## config.mk

```make
export PLATFORM = sky130hd
export DESIGN_NAME = serial_magnitude_comparator_flat
export DESIGN_NICKNAME = d
export VERILOG_FILES = /design/src/rtl/serial_magnitude_comparator_if.sv /design/src/rtl/serial_magnitude_comparator.sv /design/src/flat_wrapper.sv
export SDC_FILE = /design/constraint.sdc
export NUM_CORES = 1
export LEC_CHECK = 0
export BUFFER_PORTS_ARGS = -buffer_cell sky130_fd_sc_hd__clkbuf_2
export CORE_ASPECT_RATIO = 1.2
export CORE_MARGIN = 8
export CORE_UTILIZATION = 49
export CTS_BUF_LIST = sky130_fd_sc_hd__clkbuf_8
export CTS_CLUSTER_DIAMETER = 150
export CTS_CLUSTER_SIZE = 8
export DETAILED_ROUTE_END_ITERATION = 7
export PLACE_DENSITY_LB_ADDON = 0.3
export SETUP_SLACK_MARGIN = 0.15
export SYNTH_ARGS = -nofsm -noshare
export SYNTH_HDL_FRONTEND = slang
export SYNTH_SLANG_ARGS = --single-unit
```

## constraint.sdc

```tcl
create_clock -name clk -period 2.02 [get_ports clk]
set_input_delay 0.101 -clock clk [delete_from_list [all_inputs] [get_ports clk]]
set_output_delay 0.101 -clock clk [all_outputs]
set_load 0.03 [all_outputs]
```

## src/rtl/serial_magnitude_comparator_if.sv

```systemverilog
// Operand/cascade request and verdict response bundle for serial_magnitude_comparator.
// The master drives the request side; the comparator is the slave.
interface serial_magnitude_comparator_if #(
    parameter int WIDTH = 8
) ();
    logic             start;
    logic [WIDTH-1:0] A;
    logic [WIDTH-1:0] B;
    logic             G_in;
    logic             E_in;
    logic             L_in;
    logic             busy;
    logic             done;
    logic             G_o;
    logic             E_o;
    logic             L_o;

    modport master (
        output start, A, B, G_in, E_in, L_in,
        input  busy, done, G_o, E_o, L_o
    );

    modport slave (
        input  start, A, B, G_in, E_in, L_in,
        output busy, done, G_o, E_o, L_o
    );
endinterface

```

## src/rtl/serial_magnitude_comparator.sv

```systemverilog
// Bit-serial LSB-first cascadable magnitude comparator; WIDTH+1 cycles from start to done.
// Define SERIAL_CMP_SIGNED_EN for a two's-complement compare; start while busy is dropped.
module serial_magnitude_comparator #(
    parameter int WIDTH = 8
) (
    input  logic                          clk,
    input  logic                          rst,
    serial_magnitude_comparator_if.slave  cmp
);

    localparam int CNT_W = $clog2(WIDTH) + 1;

`ifdef SERIAL_CMP_SIGNED_EN
    localparam bit SIGNED_CMP = 1'b1;
`else
    localparam bit SIGNED_CMP = 1'b0;
`endif

    typedef enum logic [1:0] {
        ST_IDLE  = 2'd0,
        ST_SHIFT = 2'd1,
        ST_DONE  = 2'd2
    } state_t;

    state_t             state_q, state_d;
    logic [WIDTH-1:0]   a_q, a_d;
    logic [WIDTH-1:0]   b_q, b_d;
    logic [CNT_W-1:0]   cnt_q, cnt_d;
    // Running verdict: gt/lt flags, neither set means equal.
    logic               vg_q, vg_d;
    logic               vl_q, vl_d;
    logic               rg_q, rg_d;
    logic               rl_q, rl_d;

    logic               last_bit;
    logic               bit_gt;
    logic               bit_lt;
    logic               unused_e_in;

    // E_in never decides anything: G_in and L_in win, and all-zero already means equal.
    assign unused_e_in = cmp.E_in;

    assign last_bit = (cnt_q == CNT_W'(WIDTH - 1));

    // State register and datapath flops
    always_ff @(posedge clk) begin
        if (rst) begin
            state_q <= ST_IDLE;
            a_q     <= '0;
            b_q     <= '0;
            cnt_q   <= '0;
            vg_q    <= 1'b0;
            vl_q    <= 1'b0;
            rg_q    <= 1'b0;
            rl_q    <= 1'b0;
        end else begin
            state_q <= state_d;
            a_q     <= a_d;
            b_q     <= b_d;
            cnt_q   <= cnt_d;
            vg_q    <= vg_d;
            vl_q    <= vl_d;
            rg_q    <= rg_d;
            rl_q    <= rl_d;
        end
    end

    // Next-state logic
    always_comb begin
        state_d = state_q;
        case (state_q)
            ST_IDLE:  if (cmp.start) state_d = ST_SHIFT;
            ST_SHIFT: if (last_bit)  state_d = ST_DONE;
            ST_DONE:                 state_d = ST_IDLE;
            default:                 state_d = ST_IDLE;
        endcase
    end

    // Datapath: operands shift right so bit 0 is always the bit under test
    always_comb begin
        a_d    = a_q;
        b_d    = b_q;
        cnt_d  = cnt_q;
        vg_d   = vg_q;
        vl_d   = vl_q;
        rg_d   = rg_q;
        rl_d   = rl_q;
        bit_gt = a_q[0] & ~b_q[0];
        bit_lt = ~a_q[0] & b_q[0];
        // In two's complement a set sign bit means the smaller value.
        if (SIGNED_CMP && last_bit) begin
            bit_gt = ~a_q[0] & b_q[0];
            bit_lt = a_q[0] & ~b_q[0];
        end
        case (state_q)
            ST_IDLE: begin
                if (cmp.start) begin
                    a_d   = cmp.A;
                    b_d   = cmp.B;
                    cnt_d = '0;
                    vg_d  = cmp.G_in;
                    vl_d  = ~cmp.G_in & cmp.L_in;
                end
            end
            ST_SHIFT: begin
                if (bit_gt) begin
                    vg_d = 1'b1;
                    vl_d = 1'b0;
                end else if (bit_lt) begin
                    vg_d = 1'b0;
                    vl_d = 1'b1;
                end
                a_d   = a_q >> 1;
                b_d   = b_q >> 1;
                cnt_d = cnt_q + 1'b1;
                // Result is loaded on entry to DONE so it is valid alongside done.
                if (last_bit) begin
                    rg_d = vg_d;
                    rl_d = vl_d;
                end
            end
            default: ;
        endcase
    end

    // Outputs
    always_comb begin
        cmp.busy = (state_q != ST_IDLE);
        cmp.done = (state_q == ST_DONE);
        cmp.G_o  = rg_q;
        cmp.L_o  = rl_q;
        cmp.E_o  = ~rg_q & ~rl_q;
    end

endmodule

```

## src/flat_wrapper.sv

```systemverilog
// flat-port wrapper written by rule: the top's interface ports become plain ports
module serial_magnitude_comparator_flat 
#(
    parameter int WIDTH = 8
)
  (clk, rst, cmp_start, cmp_A, cmp_B, cmp_G_in, cmp_E_in, cmp_L_in, cmp_busy, cmp_done, cmp_G_o, cmp_E_o, cmp_L_o);
  serial_magnitude_comparator_if #(.WIDTH(WIDTH)) cmp_i ();
  input  logic clk;
  input  logic rst;
  input wire logic [$bits(cmp_i.start)-1:0] cmp_start;
  input wire logic [$bits(cmp_i.A)-1:0] cmp_A;
  input wire logic [$bits(cmp_i.B)-1:0] cmp_B;
  input wire logic [$bits(cmp_i.G_in)-1:0] cmp_G_in;
  input wire logic [$bits(cmp_i.E_in)-1:0] cmp_E_in;
  input wire logic [$bits(cmp_i.L_in)-1:0] cmp_L_in;
  output wire logic [$bits(cmp_i.busy)-1:0] cmp_busy;
  output wire logic [$bits(cmp_i.done)-1:0] cmp_done;
  output wire logic [$bits(cmp_i.G_o)-1:0] cmp_G_o;
  output wire logic [$bits(cmp_i.E_o)-1:0] cmp_E_o;
  output wire logic [$bits(cmp_i.L_o)-1:0] cmp_L_o;
  assign cmp_i.start = cmp_start;
  assign cmp_i.A = cmp_A;
  assign cmp_i.B = cmp_B;
  assign cmp_i.G_in = cmp_G_in;
  assign cmp_i.E_in = cmp_E_in;
  assign cmp_i.L_in = cmp_L_in;
  assign cmp_busy = cmp_i.busy;
  assign cmp_done = cmp_i.done;
  assign cmp_G_o = cmp_i.G_o;
  assign cmp_E_o = cmp_i.E_o;
  assign cmp_L_o = cmp_i.L_o;
  serial_magnitude_comparator #(.WIDTH(WIDTH)) u_core (.clk(clk), .rst(rst), .cmp(cmp_i));
endmodule
```

* Word level (Yosys, flattened, before mapping)
Index checks and enable logic that the tools add are counted.
Widths: inputs -> output; s select.
** Word-level totals
- Register bits :: 26
- Latch bits :: 0
- Memory bits (writable) :: 0
- Memory bits (read-only) :: 0
- Input bits :: 22
- Logic and storage cells :: 46
- Memories :: 0
** Cells by class
- $add $sub $neg :: 1
- Multiply operators :: 0
- Divide/modulo/power cells :: 0
- Magnitude comparators :: 0
- Equal/unequal tests :: 5
- Shift operators :: 0
- Muxes and demuxes :: 17
- Bitwise operators :: 9
- Reductions and logical operators :: 6
** Operators by type and width (count)
- $pmux 8 s2 :: 2
- $mux 8 :: 2
- $pmux 4 s2 :: 1
- $mux 1 :: 6
- $reduce_and 2->1 :: 3
- $not 1->1 :: 5
- $add 4x1->4 const B :: 1
- $and 1x1->1 :: 4
- $eq 4x3->1 const B :: 1
- $mux 2 :: 2
- $mux 4 :: 1
- $pmux 1 s2 :: 2
- $pmux 2 s2 :: 1
- $reduce_bool 2->1 :: 2
- $eq 2x1->1 const B :: 1
- $eq 2x2->1 const B :: 1
- $logic_not 2->1 :: 1
- $ne 2x1->1 const B :: 1
- $ne 2x2->1 const B :: 1

* Longest topological paths before layout
Gate-level depths: netlist of run 1.
- Depth in word-level cells :: 5
- Mapped depth :: 6
- Gate-level depth less buffers :: 5

* Worst setup path before layout of run 1
Ideal clock, no wire load.
- Kind :: reg-to-output
- Start :: register u_core.state_q[1]
- End :: output port cmp_done
- Arrival time :: 1.234 ns
- Data required time :: 1.919 ns
- Slack :: 0.685 ns
- Cell stages (with the launch flop) :: 4
- Path buffers :: 2
- Cells stage by stage :: dfxtp_1 > buf_2 > buf_2 > nor2b_1
** Between the ends
- Word-level cells in the longest chain between the ends :: 1
** Ends and longest elaborated chain
- start, declared :: line serial_magnitude_comparator.sv:25 : state_t state_q, state_d;
- start signal, assigned :: line serial_magnitude_comparator.sv:57 : state_q <= state_d;
- $eq 2x2->1 :: line serial_magnitude_comparator.sv:129 : cmp.done = (state_q == ST_DONE);
- end, declared :: line flat_wrapper.sv:17 : output wire logic [$bits(cmp_i.done)-1:0] cmp_done;
No other way between the ends.

* Worst setup path after layout of run 1
- Start :: register u_core.state_q[0]
- End :: output port cmp_busy
** Between the ends
- Word-level cells in the longest chain between the ends :: 1
** Ends and longest elaborated chain
- $reduce_bool 2->1 :: line serial_magnitude_comparator.sv:128 : cmp.busy = (state_q != ST_IDLE);
- end, declared :: line flat_wrapper.sv:16 : output wire logic [$bits(cmp_i.busy)-1:0] cmp_busy;
No other way between the ends.

==> out/metrics.cfg, run 1 <==
[placement]
finalWeightedCongestion=0.806
dpl.hpwl_um=1970
dp.cells=223
io_buffers=25

[synth]
ys_seq_area_frac=0.412
synth_common_cells=nor2_1, dfxtp_1, a21oi_1
synth-edff-count=0
syn_inst=174
syn_area_um2=1260
ys.flop_type=dfxtp_1
ys_async_sr_fraction=0
ys_seq_elements=26
syn_area_per_cell_um2=7.26
syn-num-nets=197
synth_top_area_share=0.412
yosysWarnings=0
yosys.area.top_type=dfxtp_1
ys_types=29
synth.area.top_cells=dfxtp_1, nor2_1, a21oi_1, nor2b_1, nor3_1
synth_most_common_cell=nor2_1

[clock_tree]
cts_root_buf=clkbuf_8
ctsHoldBuffers=0
cts_htree_levels=1
cts_made_buffers=3
cts.sinks=26
cts_setup_buffers=0
clockBufferDepth=2
clock_latency_ps=270
ctsResizeCount=0
cts_tree=done
cts.clk_slew.worst_paths_ps=90

[layout]
nets=218
antenna_cells=0
instances_no_fill=226
syn2layout_area_growth_pct=13.6
drive_gt1_frac=0.181

[die]
dieHeight_um=71.6
initial_core_util=0.505
rows=20
die_area_um2=4460
fp.coreArea_um2=2500
ios=27
die_w_um=62.3

[critical_path]
crit_path_start_kind=flop
critical_path_class=reg2out
worst-path-max-fanout=14
required_ps=1920
crit_chain=buf_4, nor2_1, inv_1, clkbuf_2
end_kind=output pin
critPathSlowestCell=dfxtp_1
arrival_ps=1540
crit_path_max_incr_delay_ps=580

[timing]
drv_slew=0
worstMarginPinSlew_ps=516
min_period_over_period=0.810
setup_viol=0
period_needed_ps=1640
clock_skew_ps=6.10
hold_violations=0
fin_tns_setup_ps=0
maxSlewHeadroom=0.656
rsz0062_at_grt=no
max_freq_ghz=0.611

[grt]
grt_max_degree=27
grt-ovfl-total=0
grt_pass1_wl_um=4820
grt_pass1_vias=1155
grtUsageTotal=0.127
antenna_found_initial=0

[drt]
dr.pass1.iters=4
drtIter0Drc=46
drt_wl_total_um=2760
num_vias=1200
vias_per_cell=5.31
post_drt_wl_per_cell_um=12.2
antenna_left=0
drc=0

[power_and_ir_drop]
power_density_nw_per_um2=712
power_leakage_uw=0.000640
peakVddDrop_mv=0.437

[status]
outcome=finished clean

[hold_path]
hold_path.class=in2reg

[job]
cap_violations=0

cell usage in the layout (no fill, tap or decap), drive strengths merged, types with 2 or more instances in the layout:
cell,netlist,final
a21oi,19,19
nor3,15,15
inv,2,2
nand3,2,2
a211oi,2,2
nand2,5,5
a32oi,2,2
nor2,58,58
nor2b,15,15
dfxtp,26,26
clkbuf,4,28
buf,9,4
o21ai,2,2
stage by stage:
step                      utilization  setup slack (ps)  instance area (µm²)  total power, µW  hold slack (ps)
after floorplan                     -               685                 1260              706              273
after global placement          0.557               497                 1390              743              369
after detailed placement        0.557               438                 1390              750              393
after CTS                       0.573               364                 1430             1040              109
after global routing            0.573               264                 1430             1080              111
final                           0.573               383                 1430             1020              108
state kept, by name (all words and copies together), names as in the netlist:
name / flops
u_core.b_q: 8
u_core.vg_q: 1
u_core.cmp.G_o: 1
u_core.a_q: 8
u_core.cmp.L_o: 1
u_core.state_q: 2
u_core.cnt_q: 4
u_core.vl_q: 1
per-layer routing:
layer  up-vias  wire [µm]  global-route usage  part of all wire
li1        613          -                   -                 -
met1       559       1250               0.136              0.45
met2        24       1350               0.235              0.49
met3         4        117              0.0265             0.042
met4         0         30              0.0533             0.011
met5         -          0                   0                 0
critical path: cells and delay by family, from the launching register on:
family / cells / cell delay, ps
simple gates: 1 / 100
flops: 1 / 580
buf+inv: 3 / 590
cells by family (layout without fill, tap and decap cells):
kind of cell / after synthesis / in the layout / share of synthesized area
AO/OA/AOI/OAI: 28 / 28 / 0.132
adder cells (fa/ha/maj): 2 / 2 / 0.0178
buffers and inverters: 15 / 34 / 0.0585
flip-flops: 26 / 26 / 0.412
AND/OR/NAND/NOR: 103 / 103 / 0.380
area by class of cell:
class | count | area [µm²]
fillers | 264 | 1070
multi-input cells | 133 | 668
flip-flops and latches | 26 | 520
repair buffers | 29 | 155
clock buffers | 3 | 41.3
well taps | 33 | 41.3
inverters | 2 | 7.51
power by group:
group	internal, µW	switching [µW]	total, µW
logic	74.7	93.6	168
registers	546	23.3	570
clock network	133	150	283
total	754	267	1020
path summary, 6_finish.rpt:
kind,start,slack (ps),depth (start not counted),to
worst max register to register,u_core.state_q[0]$_SDFFE_PP0P_,430,4,u_core.vl_q$_SDFFE_PP0P_
worst min register to register,u_core.b_q[1]$_SDFFE_PP0P_,490,2,u_core.b_q[1]$_SDFFE_PP0P_
worst min-delay path,cmp_B[7],110,3,u_core.b_q[7]$_SDFFE_PP0P_
worst max-delay path,u_core.state_q[0]$_SDFFE_PP0P_,380,4,cmp_busy
No activity file was read; power rests on OpenSTA's default activity.
==> inputs of run 2 (changes only) <==
==> constraint.sdc (replaced) <==
create_clock -name clk -period 1.59 [get_ports clk]
set_input_delay 0.0795 -clock clk [delete_from_list [all_inputs] [get_ports clk]]
set_output_delay 0.0795 -clock clk [all_outputs]
set_load 0.03 [all_outputs]
==> out/metrics.cfg, run 2 (synthesis gave the netlist of run 1 again) <==
[critical_path]
crit_path_start_kind=flop
worst-path-max-fanout=34  ; +20
arrival_ps=1290  ; -250 ps
end_kind=output pin
critical_path_class=reg2out
required_ps=1510  ; -410 ps

[die]
initial_core_util=0.505  ; unchanged
die_area_um2=4460  ; unchanged
fp.coreArea_um2=2500  ; unchanged
die_w_um=62.3  ; unchanged
ios=27  ; unchanged
rows=20  ; unchanged
dieHeight_um=71.6  ; unchanged

[drt]
antenna_left=0  ; unchanged
drt_wl_total_um=2800  ; +1.7%
vias_per_cell=5.21  ; -1.9%
drc=0  ; unchanged
post_drt_wl_per_cell_um=12.3  ; +1.2%
drtIter0Drc=34  ; -26%
num_vias=1183  ; -1.4%
dr.pass1.iters=4  ; unchanged

[power_and_ir_drop]
power_leakage_uw=0.000647  ; +1.2%
power_density_nw_per_um2=896  ; +26%
peakVddDrop_mv=0.651  ; +49%

[clock_tree]
ctsHoldBuffers=0  ; unchanged
cts_root_buf=clkbuf_8
clockBufferDepth=2  ; unchanged
cts.sinks=26  ; unchanged
cts_htree_levels=1  ; unchanged
cts_made_buffers=3  ; unchanged
clock_latency_ps=260  ; about the same
cts.clk_slew.worst_paths_ps=80  ; about the same
cts_tree=done

[hold_path]
hold_path.class=in2reg

[layout]
drive_gt1_frac=0.191  ; +0.00937
multi_input_area_um2=668  ; unchanged
fillCellCount=250  ; -5.3%
antenna_cells=0  ; unchanged
largestRegisters=u_core.a_q: 8 flops, u_core.b_q: 8 flops, u_core.cnt_q: 4 flops
syn2layout_area_growth_pct=15.2
final_common_cell=nor2_1
nets=219  ; +0.46%
regArea_um2=522  ; +0.24%
layout_common_cells=nor2_1, clkbuf_2, dfxtp_1

[timing]
period_needed_ps=1370
max_freq_ghz=0.729
setup_viol=0  ; unchanged
setup_ws_ps=219  ; -165 ps
min_period_over_period=0.862
clock_skew_ps=2.17  ; -3.93 ps
drv_slew=0  ; unchanged
maxSlewHeadroom=0.655  ; -0.000774
rsz0062_at_grt=yes
fin_tns_setup_ps=0  ; unchanged
worstMarginPinSlew_ps=517  ; +1.16 ps
hold_violations=0  ; unchanged

[grt]
grt_pass1_vias=1210  ; +4.8%
grt-ovfl-total=0  ; unchanged
antenna_found_initial=0  ; unchanged
grtUsageTotal=0.130  ; +0.00346
grt_pass1_wl_um=4980  ; +3.4%
grt_max_degree=35  ; +30%

[placement]
io_buffers=25  ; unchanged
dpl.hpwl_um=1950  ; -1.2%
finalWeightedCongestion=0.785  ; -2.6%
dp_slack_ps=184  ; -255 ps

[job]
cap_violations=0  ; unchanged

[status]
outcome=finished clean

==> run 2: changes by cell type in the layout (fill, tap and decap cells not counted), sizes merged <==
| cell | previous run | this run |
|---|---|---|
| buf | 4 | 5 |
==> run 2: path summary, 6_finish.rpt <==
check                                 startpoint                          to  slack, ps  depth (start not counted)
setup / recovery  u_core.state_q[0]$_SDFFE_PP0P_                    cmp_busy        220                          4
hold / removal                          cmp_B[7]  u_core.b_q[7]$_SDFFE_PP0P_         90                          3
setup reg to reg  u_core.state_q[0]$_SDFFE_PP0P_    u_core.vg_q$_SDFFE_PP0P_        240                          4
hold reg to reg       u_core.b_q[4]$_SDFFE_PP0P_  u_core.b_q[4]$_SDFFE_PP0P_        490                          2
==> run 2: area by class of cell <==
| cell class | instances | area share |
|---|---|---|
| timing repair buffer | 30 | 0.120 |
| sequential | 26 | 0.359 |
| clock buffer | 3 | 0.0284 |
| inverter | 2 | 0.00516 |
| multi-input combinational | 133 | 0.460 |
| tap | 33 | 0.0284 |
==> run 2: what timing repair did <==
action / in CTS / in global routing
endpoints found under the setup margin: 0 / 5
setup buffers: 0 / 1
resized for setup: 0 / 4
==> run 2: routing by layer <==
metal | wire, µm | track usage | vias to the layer above
li1 | - | - | 619
met1 | 1280 | 0.132 | 544
met2 | 1390 | 0.241 | 18
met3 | 114 | 0.0374 | 2
met4 | 17 | 0.0609 | 0
met5 | 0 | 0 | -
==> run 2: worst max-delay path, stage by stage, from the launching register on <==
cell	delay [ps]
dfxtp_1	340
buf_8	170
nor2_1	220
inv_1	90
clkbuf_2	200
==> run 2: power by group <==
part	internal, µW	switching, µW	total, µW	leakage [µW]
clock	169	193	362	0.0000216
sequential	694	25.4	719	0.000215
combinational	97.2	124	221	0.000411
total	961	342	1300	0.000647
==> run 2: through the flow <==
| stage | utilization | instances | cell area [µm²] | power, µW | hold slack (ps) |
|---|---|---|---|---|---|
| after floorplan | - | 174 | 1260 | 897 | 252 |
| after global placement | 0.557 | 223 | 1390 | 943 | 353 |
| after detailed placement | 0.557 | 223 | 1390 | 952 | 370 |
| after CTS | 0.573 | 226 | 1430 | 1310 | 95.3 |
| after global routing | 0.581 | 227 | 1450 | 1370 | 101 |
| final | 0.581 | 227 | 1450 | 1300 | 92.7 |
